File: src/rtl/seg_pkg.sv
// Shared constants and helpers for the seven-segment scan driver.
package seg_pkg;

  // Active-low glyphs with dp off: nibble F in the top byte down to nibble 0 in the bottom byte.
  localparam logic [127:0] FONT_TABLE = {
    8'h8E, 8'h86, 8'hA1, 8'hC6, 8'h83, 8'h88, 8'h90, 8'h80,
    8'hF8, 8'h82, 8'h92, 8'h99, 8'hB0, 8'hA4, 8'hF9, 8'hC0
  };

  localparam int DP_BIT = 7;

  function automatic logic apply_pol(input logic active_low_bit, input bit active_low);
    return active_low ? active_low_bit : ~active_low_bit;
  endfunction

  function automatic int idx_w(input int n);
    return (n <= 2) ? 1 : $clog2(n);
  endfunction

endpackage

File: src/rtl/seg_font_rom.sv
// Hex nibble plus decimal point to an active-low segment pattern.
module seg_font_rom
  import seg_pkg::*;
(
  input  logic [3:0] nibble_i,
  input  logic       dp_i,
  output logic [7:0] pattern_o
);

  always_comb begin
    pattern_o = FONT_TABLE[{nibble_i, 3'b000} +: 8];
    if (dp_i) pattern_o[DP_BIT] = 1'b0;
  end

endmodule

File: src/rtl/seg_scan_driver.sv
// Time-multiplexed seven-segment driver: slot/digit/blink counters, double-buffered
// display bank, blanking and PWM, registered anode and segment outputs.
module seg_scan_driver
  import seg_pkg::*;
#(
  parameter int NUM_DIGITS  = 8,
  parameter int REFRESH_DIV = 250000,
  parameter int BLINK_DIV   = 64,
  parameter bit ACTIVE_LOW  = 1'b1
) (
  input  logic                    clk,
  input  logic                    rst,
  input  logic                    load,
  input  logic [4*NUM_DIGITS-1:0] data_in,
  input  logic [NUM_DIGITS-1:0]   digit_en,
  input  logic [NUM_DIGITS-1:0]   dp_in,
  input  logic [NUM_DIGITS-1:0]   blink_mask,
  input  logic                    lz_suppress,
  input  logic [3:0]              brightness,
  output logic [7:0]              seg_data,
  output logic [NUM_DIGITS-1:0]   seg_an,
  output logic                    frame_done
);

  localparam int IW     = idx_w(NUM_DIGITS);
  localparam int CW     = idx_w(REFRESH_DIV);
  localparam int FW     = idx_w(BLINK_DIV);
  localparam int SLICE  = REFRESH_DIV / 16;
  localparam int BANK_W = 7 * NUM_DIGITS + 5;
  localparam logic [7:0]            SEG_OFF = {8{ACTIVE_LOW}};
  localparam logic [NUM_DIGITS-1:0] AN_OFF  = {NUM_DIGITS{ACTIVE_LOW}};

  logic [CW-1:0]         cnt_q, cnt_d;
  logic [IW-1:0]         idx_q, idx_d;
  logic [FW-1:0]         fcnt_q, fcnt_d;
  logic                  blink_phase_q, blink_phase_d;
  logic [BANK_W-1:0]     pend_q, pend_d, act_q, act_d, bank_in;
  logic [7:0]            seg_q, seg_d;
  logic [NUM_DIGITS-1:0] an_q, an_d;
  logic                  frame_done_q;
  logic                  slot_end, wrap;

  assign bank_in  = {brightness, lz_suppress, blink_mask, dp_in, digit_en, data_in};
  assign slot_end = (cnt_q == CW'(REFRESH_DIV - 1));
  assign wrap     = slot_end && (idx_q == IW'(NUM_DIGITS - 1));

  always_comb begin
    cnt_d         = slot_end ? '0 : cnt_q + CW'(1);
    idx_d         = idx_q;
    fcnt_d        = fcnt_q;
    blink_phase_d = blink_phase_q;
    if (slot_end) idx_d = wrap ? '0 : idx_q + IW'(1);
    if (wrap) begin
      if (fcnt_q == FW'(BLINK_DIV - 1)) begin
        fcnt_d        = '0;
        blink_phase_d = ~blink_phase_q;
      end else begin
        fcnt_d = fcnt_q + FW'(1);
      end
    end
    pend_d = load ? bank_in : pend_q;
    // Taking pend_d rather than pend_q lets a load on the wrap cycle land in this frame.
    act_d  = wrap ? pend_d : act_q;
  end

  logic [4*NUM_DIGITS-1:0] act_data;
  logic [NUM_DIGITS-1:0]   act_en, act_dp, act_blink;
  logic                    act_lz;
  logic [3:0]              act_br;

  assign {act_br, act_lz, act_blink, act_dp, act_en, act_data} = act_q;

  // zero_run[i]: every digit from i upward is zero or disabled.
  logic [NUM_DIGITS:1]   zero_run;
  logic [NUM_DIGITS-1:0] suppressed;

  assign zero_run[NUM_DIGITS] = 1'b1;
  assign suppressed[0]        = 1'b0;

  genvar gi;
  for (gi = 1; gi < NUM_DIGITS; gi++) begin : g_lz
    assign zero_run[gi]   = zero_run[gi+1] && ((act_data[4*gi +: 4] == 4'd0) || !act_en[gi]);
    assign suppressed[gi] = act_lz && zero_run[gi];
  end

  logic [3:0]            cur_nib;
  logic                  cur_blank, cur_lit;
  logic [31:0]           pwm_limit;
  logic [7:0]            font_pat, seg_raw;
  logic [NUM_DIGITS-1:0] an_raw;

  assign cur_nib   = act_data[{idx_q, 2'b00} +: 4];
  assign cur_blank = !act_en[idx_q] || (act_blink[idx_q] && blink_phase_q) || suppressed[idx_q];
  assign pwm_limit = (32'(act_br) + 32'd1) * 32'(SLICE);
  assign cur_lit   = !cur_blank && (32'(cnt_q) < pwm_limit);

  seg_font_rom u_font (
    .nibble_i  (cur_nib),
    .dp_i      (act_dp[idx_q]),
    .pattern_o (font_pat)
  );

  assign seg_raw = cur_lit ? font_pat : 8'hFF;

  for (gi = 0; gi < NUM_DIGITS; gi++) begin : g_an
    assign an_raw[gi] = !(cur_lit && (idx_q == IW'(gi)));
    assign an_d[gi]   = apply_pol(an_raw[gi], ACTIVE_LOW);
  end

  for (gi = 0; gi < 8; gi++) begin : g_seg
    assign seg_d[gi] = apply_pol(seg_raw[gi], ACTIVE_LOW);
  end

  always_ff @(posedge clk or posedge rst) begin
    if (rst) begin
      cnt_q         <= '0;
      idx_q         <= '0;
      fcnt_q        <= '0;
      blink_phase_q <= 1'b0;
      pend_q        <= '0;
      act_q         <= '0;
      seg_q         <= SEG_OFF;
      an_q          <= AN_OFF;
      frame_done_q  <= 1'b0;
    end else begin
      cnt_q         <= cnt_d;
      idx_q         <= idx_d;
      fcnt_q        <= fcnt_d;
      blink_phase_q <= blink_phase_d;
      pend_q        <= pend_d;
      act_q         <= act_d;
      seg_q         <= seg_d;
      an_q          <= an_d;
      frame_done_q  <= wrap;
    end
  end

  assign seg_data   = seg_q;
  assign seg_an     = an_q;
  assign frame_done = frame_done_q;

endmodule

File: config.mk
export PLATFORM = sky130hd
export DESIGN_NAME = seg_scan_driver
export DESIGN_NICKNAME = d
export VERILOG_FILES = /design/src/rtl/seg_pkg.sv /design/src/rtl/seg_font_rom.sv /design/src/rtl/seg_scan_driver.sv
export SDC_FILE = /design/constraint.sdc
export NUM_CORES = 1
export LEC_CHECK = 0
export BUFFER_PORTS_ARGS = -buffer_cell sky130_fd_sc_hd__buf_2
export CAP_MARGIN = 0
export CORE_ASPECT_RATIO = 0.75
export CORE_UTILIZATION = 40
export DETAILED_ROUTE_END_ITERATION = 10
export PLACE_DENSITY = 0.62
export SYNTH_ARGS = -nofsm -noshare
export SYNTH_HDL_FRONTEND = slang
export SYNTH_HIERARCHICAL = 1
export SYNTH_SLANG_ARGS = --single-unit
File: constraint.sdc
create_clock -name clk -period 11.5 [get_ports clk]
set_input_delay 1.15 -clock clk [delete_from_list [all_inputs] [get_ports clk]]
set_output_delay 1.15 -clock clk [all_outputs]
set_load 0.02 [all_outputs]
Word-level counts from Yosys, hierarchy flattened
Index checks and enable logic that the tools add are counted.
{"block": "totals", "romBits": 0, "mem_count": 0, "latch_bits": 0, "word_cells": 101, "regBits": 167, "out_inout_bits": 17, "ram_bits": 0}
{"block": "classes", "addsub": 4, "n_bitwise": 1, "n_reduce_logical": 59, "order_cmp": 2, "div": 0, "mux": 14, "shift": 2, "eq_ne": 9, "multipliers": 1}
{"operator": "$shiftx 128x8->8 const A", "n": 1}
{"operator": "$mux 61", "n": 1}
{"operator": "$shiftx 32x6->4", "n": 1}
{"operator": "$logic_not 4->1", "n": 7}
{"operator": "$logic_and 1x1->1", "n": 24}
{"operator": "$lt 18x19->1", "n": 1}
{"operator": "$mul 5x14->19 const B", "n": 1}
{"operator": "$add 18x1->18 const B", "n": 1}
{"operator": "$eq 18x18->1 const B", "n": 1}
{"operator": "$mux 18", "n": 1}
{"operator": "$logic_not 1->1", "n": 17}
{"operator": "$bmux 1 s3", "n": 4}
{"operator": "$eq 3x3->1 const B", "n": 4}
{"operator": "$logic_or 1x1->1", "n": 9}
{"operator": "$mux 8", "n": 1}
{"operator": "$add 6x1->6 const B", "n": 1}
{"operator": "$eq 3x2->1 const B", "n": 2}
{"operator": "$eq 6x6->1 const B", "n": 1}
{"operator": "$mux 6", "n": 1}
{"operator": "$add 4x1->5 const B", "n": 1}
{"operator": "$mux 1", "n": 5}
{"operator": "$lt 3x4->1 const B", "n": 1}
{"operator": "$add 3x1->3 const B", "n": 1}
{"operator": "$eq 3x1->1 const B", "n": 1}
{"operator": "4 further kinds", "n": 4}

Longest topological paths before layout
Gate-level depths: netlist (run 1).
{"block": "logic_depth", "word_depth": 16, "mapped_depth": 19, "ltp_nobuf": 18}

Cells and area by module
Netlist (run 1), hierarchy kept.
{"mod": "seg_scan_driver", "seq_area_each_um2": 4199.0, "n_inst": 1, "cells_per_inst": 652, "area_each_um2": 8301.7}
{"mod": "seg_font_rom", "seq_area_each_um2": 0.0, "n_inst": 1, "cells_per_inst": 37, "area_each_um2": 256.5}

Worst setup path before layout (run 1)
No wires, ideal clock.
{"block": "synth_path", "path_kind": "register -> register", "start": "register act_q[57]", "end": "register an_q[6] (netlist: seg_an[6])", "stages_incl_launch_ff": 20, "required_ns": 11.410, "t_arrival_ns": 4.640, "setup_slack_ns": 6.770, "n_path_buf": 1, "path_cell_list": "dfrtp_1 ha_1 nand3_1 inv_1 fa_1 inv_1 fa_1 inv_1 ha_1 ha_1 and3_1 a21oi_1 and3b_1 xor2_1 ha_1 o21ai_0 o21ai_0 o221ai_1 clkbuf_1 nand2_1"}
{"block": "synth_between", "elab_chain_cells": 6}
{"element": "start, declared", "line_no": "seg_scan_driver.sv:37", "source": "logic [BANK_W-1:0] pend_q, pend_d, act_q, act_d, bank_in;"}
{"element": "start signal, assigned", "line_no": "seg_scan_driver.sv:131", "source": "act_q <= act_d;"}
{"element": "$add 4x1->5", "line_no": "seg_scan_driver.sv:94", "source": "assign pwm_limit = (32'(act_br) + 32'd1) * 32'(SLICE);"}
{"element": "$mul 5x14->19", "line_no": "seg_scan_driver.sv:94"}
{"element": "$lt 18x19->1", "line_no": "seg_scan_driver.sv:95", "source": "assign cur_lit = !cur_blank && (32'(cnt_q) < pwm_limit);"}
{"element": "$logic_and 1x1->1", "line_no": "seg_scan_driver.sv:95"}
{"element": "$logic_and 1x1->1", "line_no": "seg_scan_driver.sv:106", "source": "assign an_raw[gi] = !(cur_lit && (idx_q == IW'(gi)));"}
{"element": "$logic_not 1->1", "line_no": "seg_scan_driver.sv:106"}
{"element": "named net an_d[6]", "line_no": "seg_scan_driver.sv:39", "source": "logic [NUM_DIGITS-1:0] an_q, an_d;"}
{"element": "end signal, assigned", "line_no": "seg_scan_driver.sv:133", "source": "an_q <= an_d;"}
{"element": "end, declared", "line_no": "seg_scan_driver.sv:39"}
The timed path passes the listed nets, and every way through them passes these cells.
A chain may end at the register's enable or synchronous reset.

Worst setup path in the final report (run 1)
{"block": "layout_path", "start": "register act_q[57]", "end": "register seg_q[6] (netlist: seg_data[6])"}
{"block": "layout_between", "elab_chain_cells": 5}
{"element": "$add 4x1->5", "line_no": "seg_scan_driver.sv:94"}
{"element": "$mul 5x14->19", "line_no": "seg_scan_driver.sv:94"}
{"element": "$lt 18x19->1", "line_no": "seg_scan_driver.sv:95"}
{"element": "$logic_and 1x1->1", "line_no": "seg_scan_driver.sv:95"}
{"element": "$mux 8", "line_no": "seg_scan_driver.sv:103", "source": "assign seg_raw = cur_lit ? font_pat : 8'hFF;"}
{"element": "named net seg_d[6]", "line_no": "seg_scan_driver.sv:38", "source": "logic [7:0] seg_q, seg_d;"}
{"element": "end signal, assigned", "line_no": "seg_scan_driver.sv:132", "source": "seg_q <= seg_d;"}
{"element": "end, declared", "line_no": "seg_scan_driver.sv:38"}
The timed path passes the listed nets, and every way through them passes these cells.

==> results.toml, run 1 <==
[pwr]
leakagePower_nw = 4.60
intPower_mw = 0.971
total_power_mw = 1.25
power_switching_share_pct = 22.6
p_comb_share_pct = 4.6
clock_power_share_pct = 46.5
switching_power_mw = 0.284
irDropWorstVdd_v = 0.0000915
power.density_nw_per_um2 = 128
seq_power_share_pct = 48.9

[setup_path]
rr_worst_depth = 18
r2r-start = "act_q[57]"
critPathArrivalTime_ps = 5210
r2r_slack_ps = 6630
critical_path_peak_fanout = 16
crit_chain = "ha_1 -> xor2_1 -> ha_1 -> inv_1 -> fa_1 -> fa_1 -> inv_1 -> ha_1 -> and3_1 -> a21oi_1 -> and3b_1 -> xor2_1 -> ha_1 -> o21ai_0 -> o21ai_0 -> o221ai_1 -> buf_4 -> nand2_1"
crit_buf_inv = 3
worst_path_most_repeated_cell = "ha_1"
timing.rr.end = "seg_data[6]"
cp-start-kind = "register"
slowest_stage = "dfrtp_1"
cp_top_family = "adder cells"
critPathLaunch = "act_q[57]"
cp-end-kind = "register"
worstPathRequired_ps = 11840
max_stage_delay_ps = 590
critPathKind = "reg2reg"

[layout]
multi_input_area_um2 = 4080
diodes = 0
nFillCells = 1906
fin_nets = 896
final_cell_mix = "dfrtp_1 (151), mux2_2 (108), buf_2 (80)"
finalInstanceArea_um2 = 9800
seq_area_um2 = 4200
final_core_util_pct = 47.6
syn2layout_area_growth_pct = 14.5
drive_above_1_share_pct = 33.5
layout_commonest_cell = "dfrtp_1"

[die]
die_w_um = 171
die-area_um2 = 22000
coreArea_um2 = 20600
io_pins = 81
start_util_pct = 41.5
die_h_um = 129
fp-row-count = 45

[drt]
wl_per_cell_um = 15.7
drt_wl_total_um = 16700
dr.pass1.iters = 4
viasPerCell = 4.95
num_vias = 5267
antenna_left = 0
drcViolationCount = 0
drt-initial-drc-count = 330

[min_path]
min_path_type = "reg2reg"
whs_endpoint = "act_q[50]"
hold_depth = 1
min_from = "act_q[50]"

[cts]
cts_resized = 0
postCtsSetupBuffers = 0
cts.sinks = 167
cts.reportedPaths.clkPinSlew_ps = 70
htree_levels = 4
worst_skew_pair.late_latency_ps = 420
root_buffer = "clkbuf_16"
cts_tree = "built"
cts_buffer_depth = 2
ctsHoldBuffers = 0
cts_made_buffers = 17

[timing]
finalHoldViolations = 0
max_freq_ghz = 0.205
slew_headroom_pct = 35.9
worst_slew_pin_slew_ps = 962
setup_tns_ps = 0
rsz0062_at_grt = "no"
finalClockSkew_ps = 10.1
setup_violations = 0
final_max_slew_viol_count = 0
final.min_clock_period_ps = 4870
final.period_utilization_pct = 42.3

[yosys]
synth_top_area_share_pct = 44.2
ys_types = 57
synth-edff-count = 0
synthArstFlopShare_pct = 100
ys_ff_latch = 167
yosys_most_used_dff = "dfrtp_1"
syn_inst = 689
yosys_warnings = 6
syn_area_um2 = 8560
syn_nets = 817
ys_seq_area_share_pct = 49.1
synthTopCellsByArea = "dfrtp_1 (44%), mux2_2 (14%), ha_1 (8.5%), dfstp_2 (4.9%), mux4_2 (3.7%)"
syn_avg_cell_area_um2 = 12.4
yosys.area.top_type = "dfrtp_1"

[placement]
place.gp.congestion = 0.780
hpwl_um = 11900
postPlaceCellArea_um2 = 9200
io_buffers = 80

[grt]
grt_start_max_net_pins = 96
grt_remaining_overflow = 0
grt_use_total_pct = 16.5
grt_first_pass_wirelength_um = 28200
antenna_found_initial = 0
first_global_vias = 5316

[outcome]
outcome = "completed"

[flow_run]
cap_violations = 0
worst register-to-register path, cell delays in order (launching register included):
cell,delay (ps)
dfrtp_1,590
ha_1,260
xor2_1,500
ha_1,340
inv_1,80
fa_1,450
fa_1,530
inv_1,40
ha_1,350
and3_1,210
a21oi_1,150
and3b_1,190
xor2_1,150
ha_1,250
o21ai_0,150
o21ai_0,90
o221ai_1,160
buf_4,230
nand2_1,90
flip-flops by register name (all words and copies together), names as in the netlist:
| signal | count |
|---|---|
| act_q | 61 |
| pend_q | 61 |
| cnt_q | 18 |
| seg_an | 8 |
| seg_data | 8 |
| fcnt_q | 6 |
| idx_q | 3 |
| blink_phase_q | 1 |
| frame_done | 1 |
synthesized netlist by cell type, types with 6 or more instances:
library cell / instances
a21oi_1: 15
and3_1: 8
buf_6: 7
clkbuf_1: 12
dfrtp_1: 151
dfstp_2: 16
fa_1: 6
ha_1: 58
inv_1: 33
mux2_1: 16
mux2_2: 108
mux4_2: 14
nand2_1: 65
nand3_1: 14
nand4_1: 7
nor2_1: 30
o21ai_0: 18
o41ai_1: 6
xnor2_1: 17
xor2_1: 19
final cells by class:
type                       instances  area share [%]
clock buffer                      19            4.52
clock inverter                    13            1.65
tap                              282            3.60
timing repair buffer              85            4.47
inverter                          34            1.35
multi-input combinational        463            41.6
sequential                       167            42.8
logic make-up after synthesis:
logic type      Yosys count  synth area share [%]
fa+ha+maj                66                  10.1
buf+inv                  59                  3.32
simple gates            152                  8.44
compound gates           69                  5.15
xor+xnor                 36                  3.68
flops                   167                  49.1
mux                     140                  20.2
how the worst max path moves through the flow:
stage          cells past startpoint  slack (ps)     endpoint
5_1_grt                           18        6260  seg_data[6]
2_1_floorplan                      1        5860     act_q[0]
3_5_place_dp                      18        6590  seg_data[6]
4_1_cts                           18        6590  seg_data[6]
3_3_place_gp                      18        6780  seg_data[6]
6_report                          18        6630  seg_data[6]
power groups by stage:
stage | Combinational [mW] | Sequential (mW) | Clock [mW]
after global routing | 0.0651 | 0.615 | 0.623
final | 0.0578 | 0.613 | 0.584
after detailed placement | 0.0592 | 0.625 | 0
after CTS | 0.0596 | 0.614 | 0.595
after floorplan | 0.0379 | 0.623 | 0
after global placement | 0.0589 | 0.624 | 0
layer usage:
layer	share of wire (%)	wire, um	GRT usage [%]
met1	56	9310	26.3
met2	40	6660	23.0
met3	3.4	575	2.83
met4	0.90	150	4.04
met5	0	0	0
per-stage QoR:
stage | cells | hold WS [ps] | setup WS (ps)
after CTS | 1063 | 488 | 6590
after floorplan | 689 | 449 | 5860
after detailed placement | 1031 | 473 | 6590
final | 1063 | 481 | 6630
after global routing | 1063 | 505 | 6260
after global placement | 1031 | 466 | 6780
No activity file was read; power rests on OpenSTA's default activity.
==> inputs of run 2 (changes only) <==
--- a/config.mk
+++ b/config.mk
@@ -10,7 +10,7 @@
 export CORE_ASPECT_RATIO = 0.75
 export CORE_UTILIZATION = 40
 export DETAILED_ROUTE_END_ITERATION = 10
-export PLACE_DENSITY = 0.62
+export PLACE_DENSITY = 0.64
 export SYNTH_ARGS = -nofsm -noshare
 export SYNTH_HDL_FRONTEND = slang
 export SYNTH_HIERARCHICAL = 1
==> constraint.sdc (replaced) <==
create_clock -name clk -period 4.4 [get_ports clk]
set_input_delay 0.44 -clock clk [delete_from_list [all_inputs] [get_ports clk]]
set_output_delay 0.44 -clock clk [all_outputs]
set_load 0.02 [all_outputs]
==> results.toml, run 2 (synthesized netlist as in run 1, its figures left out) <==
[outcome]
outcome = "completed"

[grt]
grt_first_pass_wirelength_um = 28900
grt_start_max_net_pins = 100
grt_remaining_overflow = 0
antenna_found_initial = 0
first_global_vias = 5514
grt_use_total_pct = 16.9

[layout]
nFillCells = 1905
syn2layout_area_growth_pct = 18.0
fin_nets = 914
final_core_util_pct = 49.0
drive_above_1_share_pct = 37.2
multi_input_area_um2 = 4190
seq_area_um2 = 4200
final_cell_mix = "dfrtp_1 (149), mux2_2 (108), buf_2 (80)"
diodes = 0
top_regs = "act_q (61), pend_q (61), cnt_q (18)"
layout_commonest_cell = "dfrtp_1"

[setup_path]
worst_path_most_repeated_cell = "ha_4"
crit_chain = "ha_4 -> xor2_4 -> fa_1 -> inv_1 -> fa_1 -> inv_1 -> ha_4 -> ha_4 -> and3_1 -> a21oi_2 -> and3b_1 -> xor2_1 -> ha_1 -> o21ai_1 -> o21ai_1 -> o221ai_2 -> buf_6 -> clkbuf_16 -> nand2_1"
cp-end-kind = "register"
crit_buf_inv = 4
cp_top_family = "adder cells"
critPathKind = "reg2reg"
cp-start-kind = "register"
max_stage_delay_ps = 580
critPathArrivalTime_ps = 4580
critical_path_peak_fanout = 8
slowest_stage = "fa_1"
worstPathRequired_ps = 4750

[cts]
root_buffer = "clkbuf_16"
cts_made_buffers = 17
cts_tree = "built"
ctsHoldBuffers = 0
worst_skew_pair.late_latency_ps = 420
cts_buffer_depth = 2
cts.reportedPaths.clkPinSlew_ps = 80
htree_levels = 4
cts.sinks = 167

[drt]
antenna_left = 0
drt-initial-drc-count = 347
viasPerCell = 5.04
num_vias = 5452
drt_wl_total_um = 17100
wl_per_cell_um = 15.8
drcViolationCount = 0
dr.pass1.iters = 5

[timing]
max_freq_ghz = 0.236
finalHoldViolations = 0
setup_violations = 0
final.min_clock_period_ps = 4230
final_max_slew_viol_count = 0
worst_slew_pin_slew_ps = 1090
slew_headroom_pct = 27.1
finalClockSkew_ps = 14.7
final.period_utilization_pct = 96.2

[flow_run]
cap_violations = 0

[pwr]
leakagePower_nw = 4.71
power.density_nw_per_um2 = 319
irDropWorstVdd_v = 0.000267
total_power_mw = 3.22

[die]
die-area_um2 = 22000
fp-row-count = 45
die_h_um = 129
coreArea_um2 = 20600
die_w_um = 171
start_util_pct = 41.5
io_pins = 81

[placement]
io_buffers = 80
place.gp.congestion = 0.816
hpwl_um = 12100

[min_path]
min_path_type = "in2async"
[run 2: changes by cell type in the layout (fill, tap and decap cells not counted), sizes merged]
| cell | change |
|---|---|
| bufinv | -2 |
| clkinvlp | +1 |
| buf | +17 |
| clkinv | +2 |
[run 2: final timing paths]
kind                             start         end  slack (ps)  cells past startpoint
max in group asynchronous          rst   act_q[59]        3330                      3
min                                rst  pend_q[24]         120                      2
min reg2reg                  fcnt_q[5]   fcnt_q[5]         480                      1
max                          act_q[58]   seg_an[7]         170                     19
max reg2reg                  act_q[58]   seg_an[7]         170                     19
min in group clk           data_in[20]  pend_q[20]         260                      2
[run 2: where the power goes]
group / internal, mW / switching (mW) / total, mW
Combinational: 0.0742 / 0.0785 / 0.153
Clock: 0.777 / 0.689 / 1.47
Sequential: 1.59 / 0.0126 / 1.60
Total: 2.44 / 0.780 / 3.22
[run 2: layer usage]
metal	GRT usage (%)	vias up	part of all wire, %
li1	-	2628	-
met1	25.9	2699	53
met2	24.1	118	42
met3	3.88	7	4.6
met4	3.73	0	0.84
met5	0	-	0
[run 2: final cells by class]
type / instances / share of cell area [%]
Clock buffer: 18 / 4.35
Clock inverter: 14 / 1.50
Inverter: 34 / 1.30
Multi-Input combinational cell: 463 / 41.5
Sequential cell: 167 / 41.6
Tap cell: 282 / 3.49
Timing Repair Buffer: 103 / 6.29
[run 2: worst register-to-register path: stages, from the launching register on]
cell       delay [ps]
dfrtp_1           430
ha_4              210
xor2_4            200
fa_1              580
inv_1              70
fa_1              530
inv_1              60
ha_4              250
ha_4              260
and3_1            160
a21oi_2           110
and3b_1           180
xor2_1            150
ha_1              260
o21ai_1           130
o21ai_1            80
o221ai_2          150
buf_6             150
clkbuf_16         140
nand2_1            60
[run 2: per-stage QoR]
step	setup slack [ps]	area (um^2)	cells	hold slack [ps]	setup TNS [ps]
after CTS	12.6	9970	1077	141	0
after global placement	36.0	9360	1043	468	0
after global routing	-20.6	10100	1081	164	-168
after detailed placement	-71.7	9360	1043	473	-1040
after floorplan	11.9	8600	689	449	0
final	168	10100	1081	116	0
[run 2: what timing repair did]
action                                  CTS  global route
resized for setup                         2            15
endpoints found under the setup margin   16            16
setup buffers                             2             3
pin swaps                                 0             8
cloned                                    0             1
==> inputs of run 3 (changes only) <==
--- a/config.mk
+++ b/config.mk
@@ -10,7 +10,6 @@
 export CORE_ASPECT_RATIO = 0.75
 export CORE_UTILIZATION = 40
 export DETAILED_ROUTE_END_ITERATION = 10
-export PLACE_DENSITY = 0.64
 export SYNTH_ARGS = -nofsm -noshare
 export SYNTH_HDL_FRONTEND = slang
 export SYNTH_HIERARCHICAL = 1
==> results.toml, run 3 (synthesized netlist as in run 1, its figures left out) <==
[die]
fp-row-count = 45
die_h_um = 129
coreArea_um2 = 20600
die_w_um = 171
start_util_pct = 41.5
die-area_um2 = 22000
io_pins = 81

[setup_path]
r2r_slack_ps = 160
cp-end-kind = "register"
cp-start-kind = "register"
critical_path_peak_fanout = 8
worstPathRequired_ps = 4750
timing.rr.end = "seg_an[2]"
r2r-start = "act_q[57]"
rr_worst_depth = 19
critPathKind = "reg2reg"
critPathArrivalTime_ps = 4580

[pwr]
switching_power_mw = 0.687
power_switching_share_pct = 21.6
seq_power_share_pct = 50.4
irDropWorstVdd_v = 0.000192
clock_power_share_pct = 44.7
p_comb_share_pct = 4.8
leakagePower_nw = 4.68
intPower_mw = 2.49
power.density_nw_per_um2 = 315
total_power_mw = 3.18

[drt]
wl_per_cell_um = 16.2
viasPerCell = 5.10
drt_wl_total_um = 17500
antenna_left = 0
drcViolationCount = 0
drt-initial-drc-count = 252
dr.pass1.iters = 4
num_vias = 5501

[layout]
syn2layout_area_growth_pct = 17.9
drive_above_1_share_pct = 36.8
fin_nets = 911
seq_area_um2 = 4200
diodes = 0
layout_commonest_cell = "dfrtp_1"
finalInstanceArea_um2 = 10100
nFillCells = 1879
top_regs = "act_q (61), pend_q (61), cnt_q (18)"
final_core_util_pct = 48.9
multi_input_area_um2 = 4220
final_cell_mix = "dfrtp_1 (149), mux2_2 (108), buf_2 (80)"

[placement]
place_ws_ps = -67.1
postPlaceCellArea_um2 = 9350
place.gp.congestion = 0.828
hpwl_um = 13000
io_buffers = 80

[grt]
grt_use_total_pct = 17.4
grt_start_max_net_pins = 82
first_global_vias = 5695
antenna_found_initial = 0
grt_remaining_overflow = 0
grt_first_pass_wirelength_um = 29600

[cts]
root_buffer = "clkbuf_16"
worst_skew_pair.late_latency_ps = 420
cts_made_buffers = 17
cts_buffer_depth = 2
cts.sinks = 167
htree_levels = 4
cts.reportedPaths.clkPinSlew_ps = 60
cts_tree = "built"

[timing]
finalHoldViolations = 0
worst_slew_pin_slew_ps = 1010
max_freq_ghz = 0.236
final.min_clock_period_ps = 4240
final.period_utilization_pct = 96.3
final_max_slew_viol_count = 0
finalClockSkew_ps = 8.25
slew_headroom_pct = 32.7
hold-worst-slack_ps = 244
setup_violations = 0
setup_ws_ps = 164

[flow_run]
cap_violations = 0

[min_path]
min_path_type = "in2async"

[outcome]
outcome = "completed"
[run 3: cell count changes in the layout (fill, tap and decap cells not counted), sizes merged]
cell | before | now
buf | 102 | 99
inv | 40 | 33
bufinv | 0 | 1
clkbuf | 19 | 24
clkinvlp | 2 | 3
[run 3: worst max-delay path, cell delays in order (launching register included)]
cell	delay [ps]
dfrtp_2	450
ha_4	200
xor2_4	180
fa_1	590
inv_2	50
fa_1	520
inv_1	70
ha_4	250
ha_4	290
and3_1	170
a21oi_2	40
and3b_1	170
xor2_1	140
ha_1	320
o21ai_1	120
o21ai_1	90
o221ai_2	170
buf_6	140
clkbuf_16	140
nand2_1	60
[run 3: power by group through the flow]
stage | Combinational [mW] | Clock [mW] | Sequential (mW)
3_5_place_dp | 0.157 | 0 | 1.63
3_3_place_gp | 0.152 | 0 | 1.63
5_1_grt | 0.173 | 1.53 | 1.61
4_1_cts | 0.159 | 1.46 | 1.61
6_report | 0.153 | 1.42 | 1.60
2_1_floorplan | 0.0993 | 0 | 1.63
[run 3: worst max-delay path by stage]
stage	slack, ps	start	endpoint	cells after the start
3_3_place_gp	40	act_q[57]	seg_data[7]	18
5_1_grt	-10	act_q[57]	seg_an[0]	19
2_1_floorplan	10	act_q[57]	seg_an[6]	19
3_5_place_dp	-70	act_q[57]	seg_data[6]	18
4_1_cts	10	act_q[57]	seg_data[6]	20
6_report	160	act_q[57]	seg_an[2]	19
[run 3: what timing repair did]
| action | in CTS | in global routing |
|---|---|---|
| hold buffers | 0 | 0 |
| setup buffers | 0 | 3 |
| pin swaps | 1 | 11 |
| setup endpoints to repair | 16 | 16 |
| cloned | 0 | 1 |
| resized for setup | 3 | 16 |
[run 3: per-layer routing]
metal	vias up	global-route usage, %	share of wire [%]
met4	0	5.20	0.95
met1	2753	25.9	51
met3	15	3.45	4.4
met2	110	25.4	43
met5	-	0	0
li1	2623	-	-
[run 3: stage by stage]
stage,cells,setup TNS (ps)
final,1078,0
after global routing,1078,-86.9
after CTS,1074,0
after detailed placement,1042,-759
after global placement,1042,0
after floorplan,689,0
[run 3: cell type report]
class	instances	area share, %
Multi-Input combinational cell	463	41.8
Clock buffer	23	4.74
Timing Repair Buffer	100	6.08
Tap cell	282	3.50
Inverter	34	1.30
Sequential cell	167	41.7
Clock inverter	9	0.930
